--- src/rtl/arm_pkg.sv ---
// Shared definitions for the register-list encoder slice.
package arm_pkg;

  localparam int REGLIST_W = 16;
  localparam logic [3:0] REG_PC = 4'd15;

  typedef enum logic [1:0] {
    IDLE = 2'd0,
    BUSY = 2'd1,
    DONE = 2'd2
  } reglist_state_t;

endpackage

--- src/rtl/prio_enc16.sv ---
// 16-input priority encoder: index of the lowest (or highest) set bit.
module prio_enc16 (
  input  logic [15:0] in,
  input  logic        msb_first,
  output logic [3:0]  idx,
  output logic        any
);

  // Scan in the direction opposite to the priority so the winning bit is written last.
  always_comb begin
    // NOTE: every combinational output gets a default first so no path leaves it unassigned (no latch).
    idx = 4'd0;
    any = |in;
    if (msb_first) begin
      for (int i = 0; i < 16; i++) begin
        if (in[i]) idx = 4'(i);
      end
    end else begin
      for (int i = 15; i >= 0; i--) begin
        if (in[i]) idx = 4'(i);
      end
    end
  end

endmodule

--- src/rtl/reglist_encoder.sv ---
// Serialises an LDM/STM register list into one register number per accepted beat.
// Optional build macro: REGLIST_DESC_EN adds the 'descending' input (highest register first).
module reglist_encoder
  import arm_pkg::*;
#(
  parameter int NREGS = REGLIST_W
) (
  input  logic             clk,
  input  logic             rst_n,
  input  logic             start,
  input  logic [NREGS-1:0] reglist,
  input  logic             out_ready,
`ifdef REGLIST_DESC_EN
  input  logic             descending,
`endif
  output logic             out_valid,
  output logic [3:0]       reg_num,
  output logic [3:0]       slot,
  output logic             last,
  output logic [4:0]       count,
  output logic             busy,
  output logic             done
);

  reglist_state_t   state_q, state_d;
  logic [NREGS-1:0] pending_q, pending_d;
  logic [3:0]       slot_q, slot_d;
  logic [4:0]       count_q, count_d;
  logic             desc_q, desc_d;
  logic             start_desc;
  logic [3:0]       enc_idx;
  logic             enc_any;
  logic             is_last;

  function automatic logic [4:0] popcount(input logic [NREGS-1:0] v);
    logic [4:0] n;
    n = 5'd0;
    for (int i = 0; i < NREGS; i++) n = n + 5'(v[i]);
    return n;
  endfunction

`ifdef REGLIST_DESC_EN
  assign start_desc = descending;
`else
  assign start_desc = 1'b0;
`endif

  prio_enc16 u_enc (
    .in        (pending_q),
    .msb_first (desc_q),
    .idx       (enc_idx),
    .any       (enc_any)
  );

  // Exactly one bit left means the current beat closes the list.
  assign is_last = enc_any && ((pending_q & (pending_q - 1'b1)) == '0);

  // Next-state and datapath update for the IDLE/BUSY/DONE sequencer.
  always_comb begin
    state_d   = state_q;
    pending_d = pending_q;
    slot_d    = slot_q;
    count_d   = count_q;
    desc_d    = desc_q;
    unique case (state_q)
      IDLE: begin
        if (start) begin
          pending_d = reglist;
          count_d   = popcount(reglist);
          slot_d    = 4'd0;
          desc_d    = start_desc;
          state_d   = (reglist != '0) ? BUSY : DONE;
        end
      end
      BUSY: begin
        if (out_ready) begin
          pending_d = pending_q & ~(NREGS'(1) << enc_idx);
          // Slot stays at the final index on the last beat so it never wraps.
          if (is_last) state_d = DONE;
          else         slot_d  = slot_q + 4'd1;
        end
      end
      DONE:    state_d = IDLE;
      default: state_d = IDLE;
    endcase
  end

  // State and datapath registers; async reset discards any partial list.
  always_ff @(posedge clk or negedge rst_n) begin
    if (!rst_n) begin
      // NOTE: sequential state uses non-blocking assignments so all registers update together.
      state_q   <= IDLE;
      pending_q <= '0;
      slot_q    <= 4'd0;
      count_q   <= 5'd0;
      desc_q    <= 1'b0;
    end else begin
      state_q   <= state_d;
      pending_q <= pending_d;
      slot_q    <= slot_d;
      count_q   <= count_d;
      desc_q    <= desc_d;
    end
  end

  assign out_valid = (state_q == BUSY);
  assign reg_num   = out_valid ? enc_idx : 4'd0;
  assign slot      = out_valid ? slot_q  : 4'd0;
  assign last      = out_valid && is_last;
  assign count     = count_q;
  assign busy      = (state_q != IDLE);
  assign done      = (state_q == DONE);

endmodule

--- config.mk ---
export PLATFORM = sky130hd
export DESIGN_NAME = reglist_encoder
export DESIGN_NICKNAME = d
export VERILOG_FILES = /design/src/rtl/arm_pkg.sv /design/src/rtl/prio_enc16.sv /design/src/rtl/reglist_encoder.sv
export SDC_FILE = /design/constraint.sdc
export NUM_CORES = 1
export LEC_CHECK = 0
export BUFFER_PORTS_ARGS = -buffer_cell sky130_fd_sc_hd__buf_2
export CORE_ASPECT_RATIO = 2
export CORE_UTILIZATION = 60
export CTS_BUF_LIST = sky130_fd_sc_hd__clkbuf_8
export DETAILED_ROUTE_END_ITERATION = 6
export GPL_TIMING_DRIVEN = 0
export PLACE_DENSITY_LB_ADDON = 0.1
export SLEW_MARGIN = 30
export SYNTH_ARGS = -nofsm -noshare
export SYNTH_HDL_FRONTEND = slang
export SYNTH_SLANG_ARGS = --single-unit
--- constraint.sdc ---
create_clock -name clk -period 6.3 [get_ports clk]
set_input_delay 1.26 -clock clk [delete_from_list [all_inputs] [get_ports clk]]
set_output_delay 1.26 -clock clk [all_outputs]
set_load 0.02 [all_outputs]
==> impl_metrics.tcl, run 1 <==
set metrics [dict create \
    max_stage_delay_ns 0.54 \
    io_pins 37 \
    yosysSeqAreaShare_pct 31.5 \
    fin_crit_sh_pct 67.3 \
    synth_nets 284 \
    layout-drive-gt1-share_pct 18.8 \
    grt_antenna_before_repair 0 \
    cts_root_buf "clkbuf_8" \
    status "completed" \
    r2r_slack_ns 3.29 \
    cts_hold_buf 0 \
    cts_htree_levels 1 \
    post_synth_num_cell_types 48 \
    grt_pass1_vias 2082 \
    critPathTopFamily "adder cells" \
    rsz0062_at_grt "no" \
    min_path_cells 2 \
    die-height_um 86.6 \
    yosysWarnings 0 \
    nets 325 \
    path_buf_inv 4 \
    netlist_area_sq_um 2140 \
    fin_skew_ns 0.0117 \
    synth_seq_cells 27 \
    hold-worst-slack_ns 0.487 \
    powerDensity_nw_per_um2 509 \
    cp-end-kind "flop" \
    wl_per_cell_um 16.9 \
    post_cts_buffers 0 \
    vias_per_cell 6.05 \
    cts.sinks 27 \
    path_clk_slew_ns 0.10 \
    syn_avg_cell_area_sq_um 8.68 \
    port_buffers 36 \
    drt_pass1_iterations 4 \
    min_from "count[1]" \
    cp_slowest_cell "fa_1" \
    grt_pass1_wl_um 9490 \
    initial_core_util_pct 62.8 \
    r2r-end "slot_q[0]" \
    critPathLaunchType "primary input" \
    yosys.area.top_type "dfrtp_1" \
    drc 0 \
    insertion_delay_ns 0.28 \
    cts_tree "built" \
    yosys-top-cells-area "dfrtp_1 (32%), fa_1 (9.3%), nor2_1 (4.6%), inv_1 (4.4%), o21ai_0 (4.2%)" \
    die_w_um 44.3 \
    cp_max_fo 2 \
    r2r_cells 8 \
    setup_violations 0 \
    hold_path.class "flop to flop" \
    vdd_drop_max_mv 0.302 \
    area_delta_synth_final_pct 13.4 \
    synth_top_flop_cell "dfrtp_1" \
    power_leakage_uw 0.00116 \
    synth_top_cell_area_share_pct 31.5 \
    fmax_mhz 236 \
    grt_max_degree 28 \
    grt_use_total_pct 33.0 \
    tightest_slew_ns 0.741 \
    dieArea_sq_um 3830 \
    drt_iter0_drc 132 \
    cts_resized 0 \
    drv_cap 0 \
    rows 30 \
    crit_chain "buf_2 > fa_1 > inv_1 > fa_1 > fa_1 > fa_1 > inv_1 > ha_1 > inv_1 > fa_1 > xor2_1 > o21ai_0" \
    clock_path_buffers 2 \
    tns_ns 0 \
    crit_type "primary input to flop" \
    dr_total_vias 2028 \
    post-dp-hpwl_um 4550 \
    crit_arrival_ns 4.43 \
    coreArea_sq_um 3420 \
    hold_path_end "count[1]" \
    slew-limit-headroom_pct 50.2 \
    rr_startpoint "pending_q[4]" \
    synthCells 247 \
    hold_viol 0 \
    synth_edf_count 0 \
    n_antenna_cell 0 \
    numCtsBuffers 3 \
    synthArstFlopShare_pct 100 \
    cp_common_cell "fa_1" \
    drtAntennaViolNets 0 \
    drt-total-wl_um 5680 \
    gp_congestion 0.951 \
    cp.required_ns 6.49 \
    slew_viol_final 0 \
    timing.final.crit_period_ns 4.24 \
    grt.overflow.total 0 \
]
-- through the flow --
step | power (uW) | util (%) | instances | setup slack, ns | instance area, sq um
3_3_place_gp | 1110 | 69.8 | 331 | 1.81 | 2380
3_5_place_dp | 1130 | 69.8 | 331 | 1.74 | 2380
2_1_floorplan | 909 | - | 247 | 2.08 | 2140
6_report | 1240 | 71.2 | 335 | 2.06 | 2430
5_1_grt | 1330 | 71.2 | 335 | 1.93 | 2430
4_1_cts | 1230 | 71.2 | 335 | 2.03 | 2430
-- metal layers --
| layer | wire (um) | track usage (%) | part of all wire, % |
|---|---|---|---|
| met1 | 2080 | 37.5 | 37 |
| met2 | 3230 | 60.8 | 57 |
| met3 | 202 | 2.50 | 3.6 |
| met4 | 161 | 12.9 | 2.8 |
| met5 | 0 | 0 | 0 |
-- cell usage in the layout (no fill, tap or decap), drive strengths merged, types with 2 or more instances in the layout --
cell and instances:
and2 5, nor4 12, clkbuf 13, nand2 19, nand2b 2, nor2 26
or4 5, xor2 2, o21ai 18, o41ai 3, or2 3, nor3 9
ha 7, o31ai 4, mux2i 4, a31oi 3, a22oi 4, a211oi 2
dfrtp 27, o21bai 2, a21o 2, nor2b 2, inv 25, fa 10
buf 42, and3 4, a21oi 9, a311oi 3, a41oi 3, a22o 2
-- cell families (layout without fill, tap and decap cells) --
kind of cell    count (synthesis)  in the layout  share of synthesized area, %
xor+xnor                        2              2                         0.817
mux                             5              5                          2.39
buf+inv                        41             81                          8.11
flops                          27             27                          31.5
fa+ha+maj                      18             18                          13.9
compound gates                 63             63                          20.8
simple gates                   91             91                          22.5
-- Yosys cell counts (2+ instances only) --
| cell | number |
|---|---|
| a21o_1 | 2 |
| a41oi_1 | 3 |
| o31ai_1 | 4 |
| and3_1 | 3 |
| fa_1 | 10 |
| nand2b_1 | 2 |
| a311oi_1 | 3 |
| ha_1 | 7 |
| a22oi_1 | 4 |
| clkbuf_1 | 10 |
| o21ai_0 | 18 |
| inv_1 | 25 |
| nor2_1 | 26 |
| nor2b_1 | 2 |
| or4_1 | 4 |
| xor2_1 | 2 |
| and2_1 | 5 |
| a31oi_1 | 3 |
| a22o_1 | 2 |
| buf_2 | 4 |
| nor3_1 | 9 |
| a211oi_1 | 2 |
| or2_2 | 3 |
| buf_6 | 2 |
| o21bai_1 | 2 |
| nor4_1 | 11 |
| nand2_1 | 19 |
| a21oi_1 | 9 |
| o41ai_1 | 3 |
| mux2i_1 | 4 |
| dfrtp_1 | 27 |
-- registers in the layout (all words and copies together), names as in the netlist --
register and count:
slot_q 4, state_q 2, pending_q 16, count 5
-- final cells by class --
| class | count | area [sq um] |
|---|---|---|
| clock buffers | 3 | 41.3 |
| well taps | 48 | 60.1 |
| clock inverters | 1 | 5.00 |
| plain buffers | 16 | 80.1 |
| flip-flops and latches | 27 | 676 |
| repair buffers | 36 | 180 |
| fillers | 299 | 985 |
| multi-input cells | 179 | 1290 |
| inverters | 25 | 93.8 |
-- worst min-delay path: stages, from the launching register on --
cell,delay [ns]
dfrtp_1,0.35
nand2_1,0.04
o21ai_0,0.06
-- worst max path at each step --
stage | start | depth (start not counted) | slack [ns] | to
final | reglist[0] | 12 | 2.06 | count[2]
after global routing | pending_q[4] | 8 | 1.93 | last
after CTS | reglist[0] | 12 | 2.03 | count[2]
after detailed placement | reglist[0] | 12 | 1.74 | count[2]
after global placement | reglist[0] | 13 | 1.81 | count[4]
after floorplan | reglist[0] | 12 | 2.08 | count[4]
-- report_power, final --
part           leakage [uW]  internal (uW)  total, uW  switching, uW
logic              0.000804            302        795            493
registers          0.000331            252        341           89.8
clock network     0.0000255           44.4        102           57.5
Power figures use the tool's default switching activity.
==> run 2: changes to the inputs <==
--- a/config.mk
+++ b/config.mk
@@ -7,7 +7,7 @@
 export LEC_CHECK = 0
 export BUFFER_PORTS_ARGS = -buffer_cell sky130_fd_sc_hd__buf_2
 export CORE_ASPECT_RATIO = 2
-export CORE_UTILIZATION = 60
+export CORE_UTILIZATION = 58
 export CTS_BUF_LIST = sky130_fd_sc_hd__clkbuf_8
 export DETAILED_ROUTE_END_ITERATION = 6
 export GPL_TIMING_DRIVEN = 0
==> constraint.sdc (replaced) <==
create_clock -name clk -period 4.4 [get_ports clk]
set_input_delay 0.88 -clock clk [delete_from_list [all_inputs] [get_ports clk]]
set_output_delay 0.88 -clock clk [all_outputs]
set_load 0.02 [all_outputs]
==> run 2 against run 1 <==
  * Critical path depth decreased by 4
  * Routed wire length up 2.7%
  * Clock-buffer cell count is the same
  * First-iteration DRC count down 58%
  * Sequential power is 42% higher
  * Non-clock buffer count is the same
  * Critical path type is now flop to output port
  * Largest power group unchanged
==> impl_metrics.tcl, run 2 (synthesis gave the netlist of run 1 again) <==
set metrics [dict create \
    layout_common_cells "buf_2 (40), dfrtp_1 (27), inv_1 (26), nor2_1 (26), nand2_1 (19)" \
    drt_pass1_iterations 4 \
    cts_root_buf "clkbuf_8" \
    grt_antenna_before_repair 0 \
    fin_skew_ns 0.00604 \
    fmax_mhz 254 \
    cp_slowest_cell "or4_1" \
    cts_hold_buf 0 \
    slew-limit-headroom_pct 35.1 \
    hold_path.class "flop to flop" \
    drt-total-wl_um 5830 \
    powerDensity_nw_per_um2 735 \
    drtAntennaViolNets 0 \
    cts_htree_levels 1 \
    critPathLaunchType "flop" \
    tightest_slew_ns 0.965 \
    nets 325 \
    numCtsBuffers 3 \
    top_register "pending_q" \
    crit_arrival_ns 3.06 \
    cp_max_fo 9 \
    largest_reg_flops 16 \
    tns_ns 0 \
    cts_tree "built" \
    critPathTopFamily "simple AND/OR/NAND/NOR gates" \
    hold_viol 0 \
    clock_path_buffers 2 \
    fill_cells 308 \
    cts_resized 0 \
    grt_pass1_vias 2068 \
    grt.overflow.total 0 \
    utilization_pct 70.4 \
    drt_iter0_drc 56 \
    die_w_um 45.0 \
    die-height_um 88.0 \
    drc 0 \
    crit_chain "or4_1 > buf_2 > nor4_4 > a211oi_1 > or4_1 > buf_2 > nor2_1 > buf_2" \
    cp_common_cell "buf_2" \
    coreArea_sq_um 3450 \
    rows 30 \
    grt_use_total_pct 32.9 \
    timing.final.crit_period_ns 3.94 \
    fin_crit_sh_pct 89.6 \
    cts.sinks 27 \
    layout-drive-gt1-share_pct 18.5 \
    dieArea_sq_um 3960 \
    io_pins 37 \
    layout_commonest_cell "buf_2" \
    insertion_delay_ns 0.27 \
    setup_violations 0 \
    gp_congestion 0.993 \
    initial_core_util_pct 62.1 \
    grt_max_degree 28 \
    area_delta_synth_final_pct 13.3 \
    rsz0062_at_grt "no" \
    drv_cap 0 \
    cp.required_ns 3.52 \
    wl_per_cell_um 17.4 \
    vdd_drop_max_mv 0.431 \
    status "completed" \
    max_stage_delay_ns 0.56 \
    cp-end-kind "output port" \
    slew_viol_final 0 \
    path_clk_slew_ns 0.10 \
    post-dp-hpwl_um 4640 \
    grt_pass1_wl_um 9450 \
    post_cts_buffers 0 \
    port_buffers 36 \
    crit_type "flop to output port" \
    path_buf_inv 3 \
    dr_total_vias 2096 \
    vias_per_cell 6.26 \
    n_antenna_cell 0 \
    power_leakage_uw 0.00116 \
]
[run 2: cell count changes in the layout (fill, tap and decap cells not counted), sizes merged]
cell / before / now
clkinv: 1 / 0
inv: 25 / 26
[run 2: area by class of cell]
cell class                      instances  area, sq um  area share (%)
Buffer                                 16         80.1            3.30
Clock buffer                            3         41.3            1.70
Clock inverter                          1         3.75           0.154
Inverter                               25         93.8            3.86
Multi-Input combinational cell        179         1290            53.3
Sequential cell                        27          676            27.8
Tap cell                               48         60.1            2.47
Timing Repair Buffer                   36          180            7.42
[run 2: per-stage QoR]
step	hold WS, ns	area, sq um	setup WS (ns)	power (uW)	std cells
5_1_grt	0.527	2430	0.340	1930	335
3_5_place_dp	0.459	2380	0.228	1630	331
4_1_cts	0.491	2430	0.476	1770	335
2_1_floorplan	0.498	2140	0.561	1300	247
3_3_place_gp	0.457	2380	0.285	1610	331
6_report	0.489	2430	0.459	1790	335
[run 2: power by group]
| part | internal, uW | total, uW | switching, uW |
|---|---|---|---|
| registers | 360 | 485 | 124 |
| logic | 432 | 1160 | 730 |
| clock network | 62.6 | 141 | 78.4 |
[run 2: worst min-delay path: stages, from the launching register on]
cell and delay (ns):
dfrtp_1 0.35, nand2_1 0.04, o21ai_0 0.06
[run 2: path summary, 6_finish.rpt]
path	start	endpoint	slack, ns	cells after the start
hold reg to reg	count[1]	count[1]	0.49	2
hold / removal	count[1]	count[1]	0.49	2
min in group asynchronous	rst_n	pending_q[6]	0.61	1
setup / recovery	pending_q[4]	last	0.46	8
setup reg to reg	pending_q[4]	slot_q[0]	1.31	8
max in group asynchronous	rst_n	pending_q[1]	3.38	1
[run 2: metal layers]
layer	global-route usage [%]	wire (um)	vias up
li1	-	-	966
met5	0	0	-
met3	2.68	321	26
met2	58.5	3100	108
met4	20.9	353	0
met1	35.4	2060	996
==> run 3: changes to the inputs <==
--- a/config.mk
+++ b/config.mk
@@ -7,7 +7,7 @@
 export LEC_CHECK = 0
 export BUFFER_PORTS_ARGS = -buffer_cell sky130_fd_sc_hd__buf_2
 export CORE_ASPECT_RATIO = 2
-export CORE_UTILIZATION = 58
+export CORE_UTILIZATION = 53
 export CTS_BUF_LIST = sky130_fd_sc_hd__clkbuf_8
 export DETAILED_ROUTE_END_ITERATION = 6
 export GPL_TIMING_DRIVEN = 0
==> constraint.sdc (replaced) <==
create_clock -name clk -period 3.6 [get_ports clk]
set_input_delay 0.72 -clock clk [delete_from_list [all_inputs] [get_ports clk]]
set_output_delay 0.72 -clock clk [all_outputs]
set_load 0.02 [all_outputs]
==> run 3 against run 2 <==
  * Final area rose by 3.8%
  * Highest routed layer unchanged
  * Via count shrank 2.5%
  * Global-route usage is 2.4 points lower
  * Non-clock buffer count rose by 1
==> impl_metrics.tcl, run 3 (synthesis gave the netlist of run 1 again) <==
set metrics [dict create \
    initial_core_util_pct 55.8 \
    coreArea_sq_um 3840 \
    crit_type "primary input to flop" \
    numCtsBuffers 3 \
    layout-drive-gt1-share_pct 22.6 \
    top_register "pending_q" \
    grt_max_degree 28 \
    tightest_slew_ns 0.882 \
    fin_skew_ns 0.00811 \
    layout_commonest_cell "buf_2" \
    clock_path_buffers 2 \
    insertion_delay_ns 0.27 \
    gp_congestion 0.974 \
    slew-limit-headroom_pct 40.6 \
    setup_violations 0 \
    dp_slack_ns -0.315 \
    grt_pass1_vias 2071 \
    largest_reg_flops 16 \
    port_buffers 36 \
    cp_max_fo 3 \
    cts_htree_levels 1 \
    grt_antenna_before_repair 0 \
    io_pins 37 \
    hold_path.class "primary input to asynchronous set/reset pin" \
    crit_arrival_ns 3.78 \
    drt-total-wl_um 5770 \
    die-height_um 92.0 \
    post-dp-hpwl_um 4580 \
    power_leakage_uw 0.00118 \
    vias_per_cell 6.03 \
    critPathLaunchType "primary input" \
    cp.required_ns 3.80 \
    clockPowerShare_pct 7.5 \
    drt_pass1_iterations 5 \
    drc 0 \
    die_w_um 47.0 \
    sw_frac_of_total_pct 51.0 \
    slew_viol_final 0 \
    nets 326 \
    layout_common_cells "buf_2 (31), dfrtp_1 (27), nor2_1 (26), inv_1 (22), nand2_1 (19)" \
    cts_tree "built" \
    fin_crit_sh_pct 99.4 \
    fmax_mhz 280 \
    vdd_drop_max_mv 0.492 \
    wl_per_cell_um 17.0 \
    grt_pass1_wl_um 9540 \
    rows 32 \
    n_antenna_cell 0 \
    p_int_uw 1100 \
    grt_use_total_pct 30.6 \
    setup_slack_ns 0.0233 \
    p_sw_uw 1140 \
    drt_iter0_drc 77 \
    grt.overflow.total 0 \
    total_power_uw 2240 \
    pwr-share-comb_pct 64.7 \
    rsz0062_at_grt "yes" \
    path_clk_slew_ns 0.09 \
    status "completed" \
    seq_power_share_pct 27.8 \
    area_delta_synth_final_pct 17.6 \
    cp-end-kind "flop" \
    cts.sinks 27 \
    drtAntennaViolNets 0 \
    powerDensity_nw_per_um2 887 \
    dr_total_vias 2044 \
    hold_viol 0 \
    drv_cap 0 \
    dieArea_sq_um 4320 \
    r2r_slack_ns 0.77 \
    timing.final.crit_period_ns 3.58 \
    cts_root_buf "clkbuf_8" \
]
-- run 3: power groups by stage --
| stage | Sequential, uW | Clock, uW | Combinational [uW] |
|---|---|---|---|
| after global placement | 598 | 0 | 1370 |
| after detailed placement | 600 | 0 | 1390 |
| after global routing | 637 | 181 | 1600 |
| after floorplan | 581 | 0 | 1010 |
| after CTS | 602 | 175 | 1380 |
| final | 621 | 168 | 1450 |
-- run 3: repair_timing --
| action | in CTS | in global routing |
|---|---|---|
| hold buffers | 0 | 0 |
| setup endpoints to repair | 2 | 5 |
| pin swaps | 2 | 16 |
| buffers inserted | 1 | 2 |
| resized for setup | 3 | 29 |
-- run 3: path summary, 6_finish.rpt --
path | startpoint | end | cells after the start
max | reglist[11] | count[4] | 13
min | rst_n | count[1] | 1
max reg2reg | pending_q[4] | slot_q[0] | 8
min reg2reg | count[0] | count[0] | 2
max in group asynchronous | rst_n | pending_q[15] | 1
min in group clk | count[0] | count[0] | 2
-- run 3: final cells by class --
cell class	instances	area [sq um]
fillers	359	1320
flip-flops and latches	27	676
clock buffers	3	41.3
clock inverters	1	3.75
multi-input cells	179	1320
well taps	51	63.8
plain buffers	14	86.3
repair buffers	39	234
inverters	25	93.8
-- run 3: routing by layer --
| metal | global-route usage (%) | routed length (um) | vias up |
|---|---|---|---|
| met5 | 0 | 0 | - |
| met4 | 18.6 | 316 | 0 |
| met3 | 2.76 | 239 | 26 |
| met2 | 50.7 | 3130 | 84 |
| met1 | 35.4 | 2090 | 963 |
| li1 | - | - | 971 |
-- run 3: stage by stage --
step	utilization (%)	TNS (ns)	cells	hold slack, ns	instance area (sq um)
5_1_grt	65.6	-0.0822	339	0.491	2520
3_3_place_gp	62.2	-0.956	334	0.459	2390
2_1_floorplan	-	0	247	0.424	2150
4_1_cts	63.6	0	338	0.465	2440
6_report	65.6	0	339	0.447	2520
3_5_place_dp	62.2	-1.12	334	0.466	2390
-- run 3: worst max-delay path, stage by stage --
cell and delay (ns):
buf_8 0.10, fa_1 0.52, fa_1 0.53, inv_1 0.05, fa_1 0.51, fa_2 0.45
inv_2 0.07, ha_4 0.13, inv_2 0.04, fa_2 0.35, nor2b_1 0.12, o21ai_1 0.08
o21ai_1 0.11
